### src/rtl/mem_copy_engine.sv
// Byte-serial block copy master for the single-port data memory: read cycle then write cycle per byte,
// Done 2*Len+1 cycles after Start is accepted; Start is ignored (not queued) while a copy is in flight.
module mem_copy_engine #(
    parameter int AW = 8,
    parameter int DW = 8,
    parameter int LW = AW + 1
) (
    input  logic          CLK,
    input  logic          Reset,
    input  logic          Start,
    input  logic [AW-1:0] SrcAddr,
    input  logic [AW-1:0] DstAddr,
    input  logic [LW-1:0] Len,
    output logic [AW-1:0] DataAddress,
    output logic          ReadMem,
    output logic          WriteMem,
    output logic [DW-1:0] MemWData,
    input  logic [DW-1:0] MemRData,
    output logic          Busy,
    output logic          Done
);

    typedef enum logic [1:0] {
        S_IDLE  = 2'd0,
        S_READ  = 2'd1,
        S_WRITE = 2'd2,
        S_DONE  = 2'd3
    } state_t;

    state_t        state;
    state_t        state_nxt;
    logic [AW-1:0] src;
    logic [AW-1:0] dst;
    logic [LW-1:0] len;
    logic [LW-1:0] idx;
    logic [LW-1:0] idx_inc;
    logic [DW-1:0] data_buf;

    assign idx_inc = idx + LW'(1);

    always_ff @(posedge CLK or posedge Reset) begin
        if (Reset) begin
            state    <= S_IDLE;
            src      <= '0;
            dst      <= '0;
            len      <= '0;
            idx      <= '0;
            data_buf <= '0;
        end else begin
            state <= state_nxt;
            case (state)
                S_IDLE: begin
                    if (Start) begin
                        src <= SrcAddr;
                        dst <= DstAddr;
                        len <= Len;
                        idx <= '0;
                    end
                end
                S_READ:  data_buf <= MemRData;
                S_WRITE: idx      <= idx_inc;
                default: ;
            endcase
        end
    end

    // Address sums are truncated to AW bits so block copies wrap around the memory.
    always_comb begin
        state_nxt   = state;
        DataAddress = '0;
        ReadMem     = 1'b0;
        WriteMem    = 1'b0;
        MemWData    = '0;
        Busy        = 1'b0;
        Done        = 1'b0;
        case (state)
            S_IDLE: begin
                if (Start) begin
                    state_nxt = (Len == '0) ? S_DONE : S_READ;
                end
            end
            S_READ: begin
                Busy        = 1'b1;
                ReadMem     = 1'b1;
                DataAddress = src + idx[AW-1:0];
                state_nxt   = S_WRITE;
            end
            S_WRITE: begin
                Busy        = 1'b1;
                WriteMem    = 1'b1;
                DataAddress = dst + idx[AW-1:0];
                MemWData    = data_buf;
                state_nxt   = (idx_inc == len) ? S_DONE : S_READ;
            end
            S_DONE: begin
                Busy      = 1'b1;
                Done      = 1'b1;
                state_nxt = S_IDLE;
            end
            default: state_nxt = S_IDLE;
        endcase
    end

endmodule

### config.mk
export PLATFORM = sky130hd
export DESIGN_NAME = mem_copy_engine
export DESIGN_NICKNAME = d
export VERILOG_FILES = /design/src/rtl/mem_copy_engine.sv
export SDC_FILE = /design/constraint.sdc
export NUM_CORES = 1
export LEC_CHECK = 0
export BUFFER_PORTS_ARGS = -buffer_cell sky130_fd_sc_hd__buf_2
export CAP_MARGIN = 25
export CORE_ASPECT_RATIO = 1.2
export CORE_MARGIN = 2
export CORE_UTILIZATION = 35
export DETAILED_ROUTE_END_ITERATION = 8
export HOLD_SLACK_MARGIN = 0.06
export MAX_ROUTING_LAYER = met4
export PLACE_DENSITY = 0.61
export SYNTH_ARGS = -nofsm -noshare
export SYNTH_HDL_FRONTEND = slang
export SYNTH_SLANG_ARGS = --single-unit
export TNS_END_PERCENT = 30
### constraint.sdc
create_clock -name CLK -period 3.95 [get_ports CLK]
set_input_delay 0.395 -clock CLK [delete_from_list [all_inputs] [get_ports CLK]]
set_output_delay 0.395 -clock CLK [all_outputs]
set_load 0.01 [all_outputs]
==> results of run 1 <==
-- routing by layer --
| layer | part of all wire | GRT usage | vias to the layer above |
|---|---|---|---|
| met2 | 0.52 | 0.255 | 40 |
| met3 | 0.034 | 0.0244 | 8 |
| li1 | - | - | 1016 |
| met1 | 0.43 | 0.192 | 997 |
| met5 | 0 | - | - |
| met4 | 0.016 | 0.0513 | 0 |
-- flip-flops by register name, summed over array words and instances, names as in the netlist --
| signal | flops |
|---|---|
| src | 8 |
| len | 9 |
| dst | 8 |
| idx | 9 |
| data_buf | 8 |
| state | 2 |
-- cells by family (layout without fill, tap and decap cells) --
family | count (synthesis) | count (layout) | synth area share
multiplexers | 48 | 48 | 0.193
adder cells (fa/ha/maj) | 14 | 14 | 0.0663
XOR/XNOR | 14 | 14 | 0.0445
flip-flops | 44 | 44 | 0.399
AND/OR/NAND/NOR | 69 | 69 | 0.157
AO/OA/AOI/OAI | 38 | 38 | 0.0926
buffers and inverters | 28 | 79 | 0.0468
-- cell usage after synthesis (all sizes together) (2+ instances only) --
library cell  number
a221o              2
o21ai             14
o221ai             4
nor2b              5
nor2              10
buf               11
mux2              42
nand3              6
nor4b              2
nor3               2
ha                13
a21oi              5
mux2i              6
nand4              4
clkbuf             4
a21boi             2
nand2              8
dfrtp             44
nor4               2
nor3b              4
xnor2             11
xor2               3
inv               13
and2              11
nand3b             3
nand2b             4
a31oi              3
or3                4
-- worst min-delay path: stages --
cell and delay (ns):
buf_2 0.10, clkinv_1 0.03, buf_4 0.46
-- what timing repair did --
item / in CTS / in global routing
setup endpoints to repair: 0 / 1
hold buffers: 0 / 0
resized for setup: 0 / 1
-- through the flow --
step | setup WS [ns] | cell area, µm²
floorplan | 0.833 | 2760
global placement | 0.815 | 3090
detailed placement | 0.765 | 3090
CTS | 0.414 | 3180
global route | 0.107 | 3180
finish | 0.486 | 3180
-- area by class of cell --
cell class / instances / area (µm²) / share of cell area
tap: 92 / 115 / 0.0362
clock inverter: 3 / 21.3 / 0.00669
clock buffer: 5 / 68.8 / 0.0216
multi-input combinational: 183 / 1530 / 0.480
sequential: 44 / 1100 / 0.346
inverter: 13 / 48.8 / 0.0153
timing repair buffer: 58 / 298 / 0.0936
-- power groups by stage --
stage	Sequential (mW)	Combinational, mW	Clock (mW)
after floorplan	0.760	1.09	0
after global placement	0.822	1.36	0
after detailed placement	0.830	1.39	0
after CTS	0.821	1.40	0.303
after global routing	0.850	1.55	0.323
final	0.820	1.38	0.291
-- final timing paths --
| check | startpoint | to | slack, ns | depth (start not counted) |
|---|---|---|---|---|
| min in group CLK | DstAddr[3] | dst[3] | 0.31 | 2 |
| max | state[0] | DataAddress[7] | 0.49 | 10 |
| min | Reset | len[3] | 0.22 | 3 |
| max reg2reg | state[0] | src[6] | 1.65 | 5 |
| min reg2reg | data_buf[5] | data_buf[5] | 0.51 | 1 |
| max in group asynchronous | Reset | data_buf[5] | 3.35 | 3 |
==> impl_metrics.json, run 1 <==
{
  "vias_per_cell": 5.18,
  "rsz0062_at_grt": "false",
  "synth_edf_count": 0,
  "postCtsSetupBuffers": 0,
  "tns_ns": 0,
  "cp_data_arrival_time_ns": 3.07,
  "hold_class": "in -> async",
  "cts_buffer_depth": 2,
  "worst_slew_pin_slew_ns": 0.603,
  "synth.net_count": 305,
  "cts_made_buffers": 5,
  "path_max_fanout": 8,
  "synth_top_flop_cell": "dfrtp_1",
  "power_frac_comb": 0.553,
  "yosysTopAreaCellShare": 0.399,
  "setup_violations": 0,
  "clock_latency_ns": 0.30,
  "fin_crit_ns": 3.46,
  "skew_ns": 0.00971,
  "critPathTopFamily": "compound AO/OA/AOI/OAI gates",
  "switchingPower_mw": 1.00,
  "cts_htree_levels": 2,
  "clock.fmax_mhz": 289,
  "grt_use_total": 0.154,
  "postRouteAntennaNets": 0,
  "status": "complete, no violations",
  "synth-seq-area-share": 0.399,
  "grt_pass1_wl_um": 10100,
  "cts.clk_slew.worst_paths_ns": 0.09,
  "mostFrequentLayoutCells": "buf_2, dfrtp_1, mux2_2, ha_1, inv_1",
  "wl_per_cell_um": 14.8,
  "crit_required_ns": 3.56,
  "path_buf_inv": 2,
  "synthTopCellsByArea": "dfrtp_1, mux2_2, ha_1",
  "place_congestion": 0.833,
  "overflow": 0,
  "cts_sinks": 44,
  "power.total_mw": 2.49,
  "die_area_um2": 8600,
  "worstSetupPathType": "reg -> out",
  "port_buffers": 55,
  "pwr-share-clk": 0.117,
  "whs_ns": 0.215,
  "end_kind": "primary output",
  "post-route-util": 0.415,
  "dp_hpwl_um": 4430,
  "n_antenna_cell": 0,
  "cap_violations": 0,
  "synth.distinct_cells": 49,
  "antenna_found_initial": 0,
  "power_frac_seq": 0.330,
  "syn_avg_cell_area_um2": 10.8,
  "final.fill_count": 762,
  "first_pass_iters": 4,
  "fp-row-count": 35,
  "syn_inst": 255,
  "drive_gt1_frac": 0.369,
  "ir_drop_v": 0.000398,
  "pin_count": 56,
  "via_count": 2061,
  "syn_area_um2": 2760,
  "cpMaxStageDelayCell": "dfrtp_1",
  "slowest_delay_ns": 0.41,
  "initial_utilization": 0.360,
  "drtIter0Drc": 75,
  "nets": 355,
  "slew_viol_final": 0,
  "power.leakage_nw": 1.43,
  "cts-root-buf": "clkbuf_8",
  "grt_max_degree": 45,
  "placed_cells": 390,
  "finalCritPeriodShare": 0.877,
  "ys_warn_count": 0,
  "drt_wl_total_um": 5910,
  "finalHoldViolations": 0,
  "core_area_um2": 7660,
  "cpMostUsedCell": "ha_1",
  "grt_pass1_vias": 2021,
  "drc_errors": 0,
  "fp.dieW_um": 85.0,
  "power-per-cell-area_nw_per_um2": 782,
  "synth_top_cell_by_area": "dfrtp_1",
  "cts_tree": "built",
  "ys_ff_latch": 44,
  "relSlewSlack": 0.598,
  "synthArstFlopShare": 1.00,
  "intPower_mw": 1.48,
  "fp.dieH_um": 101,
  "mostFrequentLayoutCell": "buf_2",
  "synthToLayoutAreaGrowth_pct": 15.4,
  "layout.cells.non_filler": 398,
  "start_kind": "flop",
  "cp_cell_sequence": "inv_1 -> ha_1 -> mux2_2 -> ha_1 -> a21oi_1 -> o211ai_1 -> a2111oi_1 -> o21ai_0 -> and3_1 -> buf_2",
  "p_sw_frac": 0.403
}
Power figures use the tool's default switching activity.
==> run 2, diff against run 1 <==
--- a/config.mk
+++ b/config.mk
@@ -9,11 +9,11 @@
 export CAP_MARGIN = 25
 export CORE_ASPECT_RATIO = 1.2
 export CORE_MARGIN = 2
-export CORE_UTILIZATION = 35
+export CORE_UTILIZATION = 45
 export DETAILED_ROUTE_END_ITERATION = 8
 export HOLD_SLACK_MARGIN = 0.06
 export MAX_ROUTING_LAYER = met4
-export PLACE_DENSITY = 0.61
+export PLACE_DENSITY_LB_ADDON = 0.3
 export SYNTH_ARGS = -nofsm -noshare
 export SYNTH_HDL_FRONTEND = slang
 export SYNTH_SLANG_ARGS = --single-unit
==> constraint.sdc (replaced) <==
create_clock -name CLK -period 3.9 [get_ports CLK]
set_input_delay 0.39 -clock CLK [delete_from_list [all_inputs] [get_ports CLK]]
set_output_delay 0.39 -clock CLK [all_outputs]
set_load 0.01 [all_outputs]
==> run 2 against run 1 <==
Against the previous run:
- power rose by 0.57%
- sequential cell count did not move
- sequential share of layout area grew 0.18 points
- sequential power about the same
- first-iteration DRC count fell by 35%
- clock-buffer cell count did not move
- utilization grew 11 points
- global-route usage rose by 2.3 points
- die area shrank 21%
- final area shrank 0.51%
- cell count down 2.5%
- non-clock buffer count stayed put
- critical endpoint unchanged
==> impl_metrics.json, run 2 (synthesis results as in run 1) <==
{
  "ctsHoldBuffers": 0,
  "overflow": 0,
  "fin_crit_ns": 3.55,
  "cp_data_arrival_time_ns": 3.16,
  "timing.final.ws_setup_ns": 0.349,
  "relSlewSlack": 0.610,
  "ir_drop_v": 0.000276,
  "status": "complete, no violations",
  "power-per-cell-area_nw_per_um2": 790,
  "end_kind": "primary output",
  "mostFrequentLayoutCell": "buf_2",
  "met2_usage": 0.287,
  "reg2reg_slack_ns": 1.74,
  "first_pass_iters": 4,
  "drt_wl_total_um": 5520,
  "cap_violations": 0,
  "cts_sinks": 44,
  "slew_viol_final": 0,
  "dpl_cell_area_um2": 3080,
  "synthToLayoutAreaGrowth_pct": 14.8,
  "rr_worst_depth": 7,
  "rsz0062_at_grt": "false",
  "grt_pass1_vias": 1897,
  "cts-root-buf": "clkbuf_8",
  "cpMostUsedCell": "ha_1",
  "clock.fmax_mhz": 282,
  "cts.clk_slew.worst_paths_ns": 0.09,
  "dp_hpwl_um": 4130,
  "power.leakage_nw": 1.43,
  "place_congestion": 0.934,
  "pin_count": 56,
  "grt_busiest_layer": "met2",
  "via_count": 2026,
  "grtUsageMet3": 0.0303,
  "cts_tree": "built",
  "postCtsSetupBuffers": 0,
  "startpoint": "state[0]",
  "hold_class": "in -> async",
  "finalCritPeriodShare": 0.910,
  "cts_resized": 0,
  "post-place-ws_ns": 0.712,
  "drc_errors": 0,
  "cts_made_buffers": 5,
  "grt_use_total": 0.177,
  "setup_violations": 0,
  "vias_per_cell": 5.22,
  "cpMaxStageDelayCell": "a2111oi_0",
  "initial_utilization": 0.461,
  "tns_ns": 0,
  "drtIter0Drc": 49,
  "largest_registers": "idx (9), len (9)",
  "postRouteAntennaNets": 0,
  "die_area_um2": 6770,
  "antenna_found_initial": 0,
  "fp.dieW_um": 75.4,
  "worstSetupPathType": "reg -> out",
  "wl_per_cell_um": 14.2,
  "core_area_um2": 5970,
  "grt_pass1_wl_um": 9130,
  "power.total_mw": 2.50,
  "cp_cell_sequence": "inv_1 -> ha_1 -> mux2_2 -> ha_1 -> a21oi_1 -> o211ai_1 -> a2111oi_0 -> o21ai_0 -> and3_1 -> buf_2",
  "drive_gt1_frac": 0.369,
  "skew_ns": 0.00883,
  "whs_ns": 0.215,
  "finalHoldViolations": 0,
  "r2r_start": "state[0]",
  "mostFrequentLayoutCells": "buf_2, dfrtp_1, mux2_2, ha_1, inv_1",
  "postLayoutCellArea_um2": 3160,
  "cts_buffer_depth": 2,
  "cts_htree_levels": 2,
  "final.fill_count": 596,
  "fp.dieH_um": 89.7,
  "clock_latency_ns": 0.30,
  "r2r_end": "state[1]",
  "fp-row-count": 31,
  "worst_slew_pin_slew_ns": 0.585,
  "grt_use_met1": 0.226,
  "crit_required_ns": 3.51,
  "nets": 355,
  "start_kind": "flop",
  "slowest_delay_ns": 0.49,
  "port_buffers": 55,
  "n_antenna_cell": 0,
  "grt_max_degree": 45,
  "path_max_fanout": 8
}
-- run 2: cell count changes in the layout (fill, tap and decap cells not counted) --
cell / previous run / this run
clkinv_4: 0 / 1
a2111oi_0: 0 / 1
inv_6: 1 / 0
clkinvlp_4: 1 / 0
a2111oi_1: 1 / 0
clkinv_2: 1 / 2
-- run 2: worst max-delay path, delay by kind of cell (launching register included) --
family          cells  cell delay, ns
fa+ha+maj           2            0.66
compound gates      4            0.95
flops               1            0.41
mux                 1            0.40
buf+inv             2            0.26
simple gates        1            0.19
-- run 2: per-layer routing --
metal  routed length [µm]  part of all wire
met5                    0                 0
met4                   65             0.012
met3                  190             0.034
met2                 2800              0.51
met1                 2460              0.45
-- run 2: area by class of cell --
| type | instances | area [µm²] | share of cell area |
|---|---|---|---|
| clock inverter | 3 | 18.8 | 0.00593 |
| clock buffer | 5 | 68.8 | 0.0217 |
| timing repair buffer | 58 | 298 | 0.0941 |
| tap | 82 | 103 | 0.0324 |
| inverter | 13 | 48.8 | 0.0154 |
| multi-input combinational | 183 | 1530 | 0.482 |
| sequential | 44 | 1100 | 0.348 |
-- run 2: per-stage QoR --
step / cells / util
floorplan: 255 / -
global placement: 380 / 0.515
detailed placement: 380 / 0.515
CTS: 388 / 0.530
global route: 388 / 0.530
finish: 388 / 0.530
-- run 2: worst max-delay path by stage --
stage               slack (ns)  depth (start not counted)             end
global route              0.13                         10  DataAddress[7]
global placement          0.74                         10  DataAddress[7]
detailed placement        0.71                         10  DataAddress[7]
finish                    0.35                         10  DataAddress[7]
CTS                       0.37                         10  DataAddress[7]
floorplan                 0.79                         10  DataAddress[7]
-- run 2: report_power, final --
part	total (mW)	internal [mW]	leakage [nW]	switching, mW
clock	0.284	0.125	0.0479	0.159
sequential	0.822	0.662	0.535	0.159
combinational	1.40	0.710	0.847	0.685
total	2.50	1.50	1.43	1.00
